==> src/rtl/leading_one_pkg.sv <==
// Shared types and helpers for the pipelined leading/trailing-one detector.
package leading_one_pkg;

    typedef enum logic {
        LO_MSB = 1'b0,
        LO_LSB = 1'b1
    } lo_mode_e;

    localparam int NIB = 4;

    // A zero word reports pos=0; its shift amount is irrelevant, so return 0.
    function automatic int lo_shift_amt(input int width, input int pos, input logic lsb_first);
        if (pos == 0)
            return 0;
        else if (lsb_first)
            return pos - 1;
        else
            return width - pos;
    endfunction

endpackage

==> src/rtl/lo_nibble_enc.sv <==
// Combinational 4-bit encoder: index of the highest (MSB mode) or lowest (LSB mode)
// set bit of one nibble, plus an any-set flag.
module lo_nibble_enc
    import leading_one_pkg::*;
(
    input  logic [NIB-1:0] nibble,
    input  logic           mode,
    output logic [1:0]     idx,
    output logic           any
);

    always_comb begin
        idx = 2'd0;
        any = |nibble;
        if (mode == LO_LSB) begin
            if (nibble[0])      idx = 2'd0;
            else if (nibble[1]) idx = 2'd1;
            else if (nibble[2]) idx = 2'd2;
            else if (nibble[3]) idx = 2'd3;
        end else begin
            if (nibble[3])      idx = 2'd3;
            else if (nibble[2]) idx = 2'd2;
            else if (nibble[1]) idx = 2'd1;
            else if (nibble[0]) idx = 2'd0;
        end
    end

endmodule

==> src/rtl/leading_one_pipe.sv <==
// Two-stage leading/trailing-one detector with normaliser and valid/ready flow control.
// Stage 1 registers per-nibble encodings; stage 2 picks the group, shifts and registers outputs.
module leading_one_pipe
    import leading_one_pkg::*;
#(
    parameter int WIDTH = 32,
    parameter int POS_W = $clog2(WIDTH) + 1
)
(
    input  logic             clk,
    input  logic             rst,
    input  logic             in_valid,
    output logic             in_ready,
    input  logic [WIDTH-1:0] in_data,
    input  logic             in_mode,
    output logic             out_valid,
    input  logic             out_ready,
    output logic [POS_W-1:0] out_pos,
    output logic             out_zero,
    output logic [WIDTH-1:0] out_norm,
    output logic             out_mode
);

    localparam int G = WIDTH / NIB;

    logic [G-1:0][1:0] enc_idx;
    logic [G-1:0]      enc_any;

    logic              s1_valid;
    logic [G-1:0][1:0] s1_idx;
    logic [G-1:0]      s1_any;
    logic [WIDTH-1:0]  s1_data;
    logic              s1_mode;

    logic              s1_adv;
    logic              s2_adv;
    logic [POS_W-1:0]  sel_pos;
    logic [WIDTH-1:0]  norm_c;
    int                shamt;

    for (genvar g = 0; g < G; g++) begin : g_enc
        lo_nibble_enc u_enc (
            .nibble (in_data[g*NIB +: NIB]),
            .mode   (in_mode),
            .idx    (enc_idx[g]),
            .any    (enc_any[g])
        );
    end

    // No skid buffer: a full pipe frees a slot in the same cycle the consumer takes a result.
    assign s2_adv   = !out_valid || out_ready;
    assign s1_adv   = !s1_valid || s2_adv;
    assign in_ready = s1_adv;

    // Later iterations override earlier ones, so the scan order selects highest or lowest group.
    always_comb begin
        sel_pos = '0;
        if (s1_mode == LO_LSB) begin
            for (int g = G - 1; g >= 0; g--) begin
                if (s1_any[g])
                    sel_pos = POS_W'(NIB * g + int'(s1_idx[g]) + 1);
            end
        end else begin
            for (int g = 0; g < G; g++) begin
                if (s1_any[g])
                    sel_pos = POS_W'(NIB * g + int'(s1_idx[g]) + 1);
            end
        end
        shamt  = lo_shift_amt(WIDTH, int'(sel_pos), s1_mode);
        norm_c = (s1_mode == LO_LSB) ? (s1_data >> shamt) : (s1_data << shamt);
    end

    always_ff @(posedge clk or posedge rst) begin
        if (rst) begin
            s1_valid  <= 1'b0;
            s1_idx    <= '0;
            s1_any    <= '0;
            s1_data   <= '0;
            s1_mode   <= 1'b0;
            out_valid <= 1'b0;
            out_pos   <= '0;
            out_zero  <= 1'b0;
            out_norm  <= '0;
            out_mode  <= 1'b0;
        end else begin
            if (s1_adv) begin
                s1_valid <= in_valid;
                if (in_valid) begin
                    s1_idx  <= enc_idx;
                    s1_any  <= enc_any;
                    s1_data <= in_data;
                    s1_mode <= in_mode;
                end
            end
            if (s2_adv) begin
                out_valid <= s1_valid;
                if (s1_valid) begin
                    out_pos  <= sel_pos;
                    out_zero <= ~|s1_any;
                    out_norm <= norm_c;
                    out_mode <= s1_mode;
                end
            end
        end
    end

endmodule

==> config.mk <==
export PLATFORM = sky130hd
export DESIGN_NAME = leading_one_pipe
export DESIGN_NICKNAME = d
export VERILOG_FILES = /design/src/rtl/leading_one_pkg.sv /design/src/rtl/lo_nibble_enc.sv /design/src/rtl/leading_one_pipe.sv
export SDC_FILE = /design/constraint.sdc
export NUM_CORES = 1
export LEC_CHECK = 0
export ABC_AREA = 1
export ABC_CLOCK_PERIOD_IN_PS = 4700
export CORE_MARGIN = 2
export CORE_UTILIZATION = 31
export CTS_BUF_LIST = sky130_fd_sc_hd__clkbuf_8
export DETAILED_ROUTE_END_ITERATION = 10
export DONT_BUFFER_PORTS = 1
export PLACE_DENSITY_LB_ADDON = 0.1
export SLEW_MARGIN = 20
export SYNTH_ARGS = -nofsm -noshare
export SYNTH_HDL_FRONTEND = slang
export SYNTH_SLANG_ARGS = --single-unit
==> constraint.sdc <==
create_clock -name clk -period 4.7 [get_ports clk]
set_clock_uncertainty 0.1 [all_clocks]
set_input_delay 1.41 -clock clk [delete_from_list [all_inputs] [get_ports clk]]
set_output_delay 1.41 -clock clk [all_outputs]
set_load 0.03 [all_outputs]
# Word-level counts from Yosys, hierarchy flattened
# Cells that the tools add are included.
[totals]
word_cells = 137
reg_bits = 99
[op_classes]
mux = 84
add_sub_neg = 17
n_shift = 2
n_reduce_logical = 17
[ops]
columns = ["operator", "n"]
rows = [
  ["2-bit 2-to-1 mux", 56],
  ["32-bit 2-to-1 mux", 3],
  ["6-bit 2-to-1 mux", 16],
  ["4-bit OR reduction", 8],
  ["32-bit by 32-bit << shifter with 32-bit output", 1],
  ["32-bit by 32-bit right shift with 32-bit output", 1],
  ["5-bit by 2-bit adder with 6-bit output, first input constant", 4],
  ["6-bit by 1-bit adder with 6-bit output, second input constant", 4],
  ["5-bit by 1-bit adder with 6-bit output, second input constant", 2],
  ["4-bit by 2-bit adder with 5-bit output, first input constant", 2],
  ["1-bit 2-to-1 mux", 8],
  ["8-bit OR reduction", 1],
  ["6-bit by 1-bit subtractor with 7-bit output, second input constant", 1],
  ["6-bit by 6-bit subtractor with 7-bit output, first input constant", 1],
  ["6-bit zero test", 1],
  ["4-bit by 1-bit adder with 5-bit output, second input constant", 1],
  ["3-bit by 2-bit adder with 4-bit output, first input constant", 1],
  ["2-bit AND reduction", 2],
  ["2-bit by 1-bit adder with 3-bit output, second input constant", 1],
  ["1-bit zero test", 3],
  ["3-bit 2-to-1 mux", 1],
  ["1-bit logical OR", 2],
]

# Logic depth before layout (Yosys ltp)
[logic_depth]
ltp_word = 16
ltp_mapped = 28
depth_no_buf = 27

# Cells and area by module
# From an unflattened synthesis, not the netlist that was laid out.
[hier_totals]
cells_unflattened = 1344
area_unflattened_um2 = 8526.9
[modules_own_cells]
columns = ["mod", "seq_area_each_um2", "instances", "area_each_um2", "cells_per_inst"]
rows = [
  ["leading_one_pipe", 2477.4, 1, 8046.5, 1232],
  ["lo_nibble_enc", 0.0, 8, 60.1, 14],
]

# Least setup slack after synthesis
# Ideal clock, no wire load.
[synth_path]
kind = "input-to-output"
from = "input port out_ready"
to = "output port in_ready"
stages = 2
arrival_time_ns = 1.732
slack_ns = 1.458
path_cell_list = "inv_1 nand3_1"
[synth_via]
elab_chain_len = 2
[synth_rtl]
columns = ["item", "line", "rtl"]
rows = [
  ["from (decl)", "leading_one_pipe.sv:17", "input logic out_ready,"],
  ["1-bit logical OR", "leading_one_pipe.sv:51", "assign s2_adv = !out_valid || out_ready;"],
  ["1-bit logical OR", "leading_one_pipe.sv:52", "assign s1_adv = !s1_valid || s2_adv;"],
  ["to (decl)", "leading_one_pipe.sv:13", "output logic in_ready,"],
]
# No other way between the ends.

# Final worst setup path
[layout_path]
from = "register s1_idx[14] (netlist bit)"
to = "register out_norm[11]"
[layout_via]
elab_chain_len = 16
elab_cells_between_ends = 20
[layout_rtl]
columns = ["item", "line", "rtl"]
rows = [
  ["from (decl)", "leading_one_pipe.sv:30", "logic [G-1:0][1:0] s1_idx;"],
  ["from (signal assigned)", "leading_one_pipe.sv:89", "s1_idx <= enc_idx;"],
  ["5-bit by 2-bit adder with 6-bit output *", "leading_one_pipe.sv:61, leading_one_pipe.sv:66", ""],
  ["6-bit by 1-bit adder with 6-bit output *", "leading_one_pipe.sv:61, leading_one_pipe.sv:66", ""],
  ["6-bit 2-to-1 mux (8 in series)", "leading_one_pipe.sv:60", "if (s1_any[g])"],
  ["6-bit 2-to-1 mux *", "leading_one_pipe.sv:58", "if (s1_mode == LO_LSB) begin"],
  ["6-bit by 6-bit subtractor with 7-bit output or 6-bit by 1-bit subtractor with 7-bit output (tied branches)", "leading_one_pkg.sv:18, leading_one_pkg.sv:16", ""],
  ["32-bit 2-to-1 mux", "leading_one_pkg.sv:15", "else if (lsb_first)"],
  ["32-bit 2-to-1 mux *", "leading_one_pkg.sv:13", "if (pos == 0)"],
  ["32-bit by 32-bit << shifter with 32-bit output or 32-bit by 32-bit right shift with 32-bit output (tied branches)", "leading_one_pipe.sv:70", "norm_c = (s1_mode == LO_LSB) ? (s1_data >> shamt) : (s1_data << shamt);"],
  ["32-bit 2-to-1 mux *", "leading_one_pipe.sv:70", ""],
  ["to (signal assigned)", "leading_one_pipe.sv:100", "out_norm <= norm_c;"],
  ["to (decl)", "leading_one_pipe.sv:20", "output logic [WIDTH-1:0] out_norm,"],
]
# Every way passes the cells marked *; elsewhere a longest branch is shown, timed or not.
# A chain may end at the register's enable or synchronous reset.

==> results.txt <==
Outcome = completed
Global-route wire length before repair = 49,550 um
Pin count of the biggest net entering global routing = 67
Max-cap violation count = 0
Top cell type's share of synthesized area = 29.86%
Worst-Margin Slew = 0.9615 ns
Power per cell area = 678.9 mW/mm^2
Number of global-route vias before repair = 8,560
Reg2Reg Setup Slack = 0.67 ns
Die Wd = 167.6 um
Initial Util = 31.75%
Syn_nets = 1,402
Data required, critical path = 4.89 ns
Ys flop type = dfrtp_1
CP endpoint kind = flip-flop
FMAX = 247.9 MHz
Final #Nets = 1,351
WL final = 30,990 um
Area contributors post-synth = dfrtp_1 (30%), nand2_1 (23%), nand3_1 (20%)
Min cycle time layout = 4.035 ns
Worst-Skew Late Latency = 0.40 ns
Min-Delay Path Depth = 2
Combinational fraction of design power = 64.2%
Delay-heaviest family, CP = simple AND/OR/NAND/NOR gates
Slew Viols, Final = 0
Max incr delay on CP = 0.60 ns
Placer Congestion = 0.9584
GRT Total Usage = 22.37%
Final Power = 0.005899 W
Synthesized area = 0.008297 mm^2
Switch Pwr = 0.003503 W
I/O pin cnt = 79
Slew margin rel. = 35.66%
Starting DRC count in detailed routing = 862
Int Power = 0.002395 W
Final hold vios = 0
Most numerous cell on the critical path = nand2_1
ANT cells = 0
Reg2Reg Depth = 21
Max H-tree Level = 3
Initial antenna violation count = 0
Share of power burned in registers = 25.7%
CP startpoint kind = flip-flop
Vert. Die Dim = 167.6 um
Post-CTS Hold Fix Bufs = 0
Crit-path cells = ha_1 -> nand3_1 -> nand2_1 -> nand2_1 -> a21oi_1 -> o21ai_0 -> o211ai_1 -> nand2_1 -> o211ai_1 -> nand2_1 -> ha_1 -> nand3_4 -> nor2_4 -> inv_2 -> nand2_2 -> buf_4 -> nand3_1 -> nand3_1 -> nand3_1 -> nand4_1 -> nand2_1
Number of vias per cell = 5.441
Worst-path clk slew = 0.12 ns
Yosys cell types = 44
Drt first pass iters = 5
Residual DRC = 0
Clock share of power = 10.1%
Area leader, netlist = dfrtp_1
CTS Buffer Depth = 2
Post-synth EDFFs = 0
Count of final setup violators = 0
Resized Gates After CTS = 0
Leak = 4.268 nW
Seq/Total Area, Yosys = 29.86%
Hold crit path type = flip-flop to flip-flop
Dpl hpwl = 23,480 um
Via count = 8,940
CTS tree = done
R2r endpoint = out_norm[11]
Syn_area_per_cell = 6.128 um^2
Reg-to-Reg Start = s1_idx[14]
# rows = 59
Crit path DAT = 4.23 ns
Worst hold path endpoint = s1_data[6]
Core area = 0.02613 mm^2
GRT overflow = 0
Port bufs = 0
Setup Fix Bufs, Post-CTS = 0
Asr flop ratio synth = 100.0%
CTS sink cnt = 99
RSZ-0062 raised after global routing = false
Crit share post-route = 85.84%
CTS root buffer = clkbuf_8
Fillcell total = 3,014
CP max FO = 66
Layout cell share with drive strength beyond 1 = 5.810%
Register bit count reported by yosys = 99
VDD IR max = 0.2414 mV
Num CTS Buffers = 9
Hold Slack = 0.3920 ns
Slowest-stage cell, CP = buf_4
Yosys Warn Count = 0
TNS Setup = 0 ns
Net Sw Frac = 59.39%
Die Area = 0.02809 mm^2
Syn Inst Count = 1,354
Routed len/inst = 18.86 um
Final core utilization = 33.25%
WP buf/inv = 2
HP Start = s1_data[6]
Post-route ant nets = 0
Area delta synth->final = 4.720%
Setup CP Type = flip-flop to flip-flop
## area by class of cell
type                       count  area (um^2)  area share (%)
multi-input combinational   1117         5205           59.91
clock inverter                 6        57.56          0.6624
clock buffer                  10        137.6           1.584
tap                          335        419.2           4.824
inverter                      52        198.9           2.290
timing repair buffer          24        192.7           2.218
sequential                    99         2477           28.51
## worst max path at each step
stage | startpoint | to | slack [ns] | cells past startpoint
detailed placement | s1_idx[14] | out_norm[16] | 0.77 | 23
floorplan | rst | out_mode | 0.60 | 1
global route | s1_idx[14] | out_norm[16] | 0.39 | 23
global placement | s1_idx[14] | out_norm[6] | 0.78 | 23
finish | s1_idx[14] | out_norm[11] | 0.67 | 21
CTS | s1_idx[14] | out_norm[17] | 0.73 | 22
## flip-flops by register name (all words and copies together), names as in the netlist, 6 cells and up
name	flops
out_norm	32
s1_idx	16
s1_data	32
out_pos	6
s1_any	8
## layout by cell type (no fill, tap or decap), types with 5 or more instances in the layout
cell,instances
inv_2,8
ha_1,11
a31oi_1,10
o21a_1,5
o22ai_1,16
dfrtp_1,99
nand4_1,21
clkbuf_8,10
nand3_1,327
nand3_2,5
a21oi_1,47
o211ai_1,6
inv_1,41
nand2_1,515
o21ai_0,42
o21ai_1,16
buf_4,23
nor2_1,59
## Yosys cell counts, types with 3 or more instances
master    number
nand2_1      516
nand3_1      327
dfrtp_1       99
nor2_1        59
a21oi_1       47
inv_1         42
o21ai_0       42
buf_2         36
clkbuf_1      35
nand4_1       21
o21ai_1       17
o22ai_1       16
ha_1          11
a31oi_1       10
inv_2          8
buf_4          7
o211ai_1       6
buf_6          5
nand3_2        5
o21a_1         5
a211oi_1       4
nor2_2         4
buf_1          3
nand2_2        3
nor3_1         3
## power groups by stage
stage | clock [W] | combinational (W) | sequential (W)
finish | 0.000595 | 0.00379 | 0.00152
global route | 0.000652 | 0.00425 | 0.00155
CTS | 0.000619 | 0.00374 | 0.00152
detailed placement | 0 | 0.00372 | 0.00154
global placement | 0 | 0.00375 | 0.00153
floorplan | 0 | 0.00283 | 0.00147
## per-stage QoR
stage / instances / area (um^2) / setup WS, ns
5_1_grt: 1643 / 8688 / 0.3879
3_3_place_gp: 1627 / 8493 / 0.7766
6_report: 1643 / 8688 / 0.6653
3_5_place_dp: 1627 / 8493 / 0.7715
2_1_floorplan: 1354 / 8297 / 0.5996
4_1_cts: 1643 / 8688 / 0.7290
## logic make-up after synthesis
family,count (synthesis),share of synthesized area [%]
AND/OR/NAND/NOR,951,50.14
AO/OA/AOI/OAI,154,10.66
buffers and inverters,138,7.570
flip-flops,99,29.86
adder cells (fa/ha/maj),11,1.659
XOR/XNOR,1,0.1056
## routing by layer
layer | up-vias | part of all wire (%) | GRT usage [%] | routed length (um)
met1 | 4155 | 49 | 33.61 | 15220
met4 | 0 | 1.6 | 5.255 | 487
met2 | 305 | 42 | 32.96 | 13000
li1 | 4443 | - | - | -
met5 | - | 0 | 0 | 0
met3 | 37 | 7.4 | 4.160 | 2286
## tightest hold or removal path, stage by stage, from the launching register on
cell     delay, ns
dfrtp_1       0.35
nand2_1       0.05
o21ai_0       0.06
No activity file was read; power rests on OpenSTA's default activity.
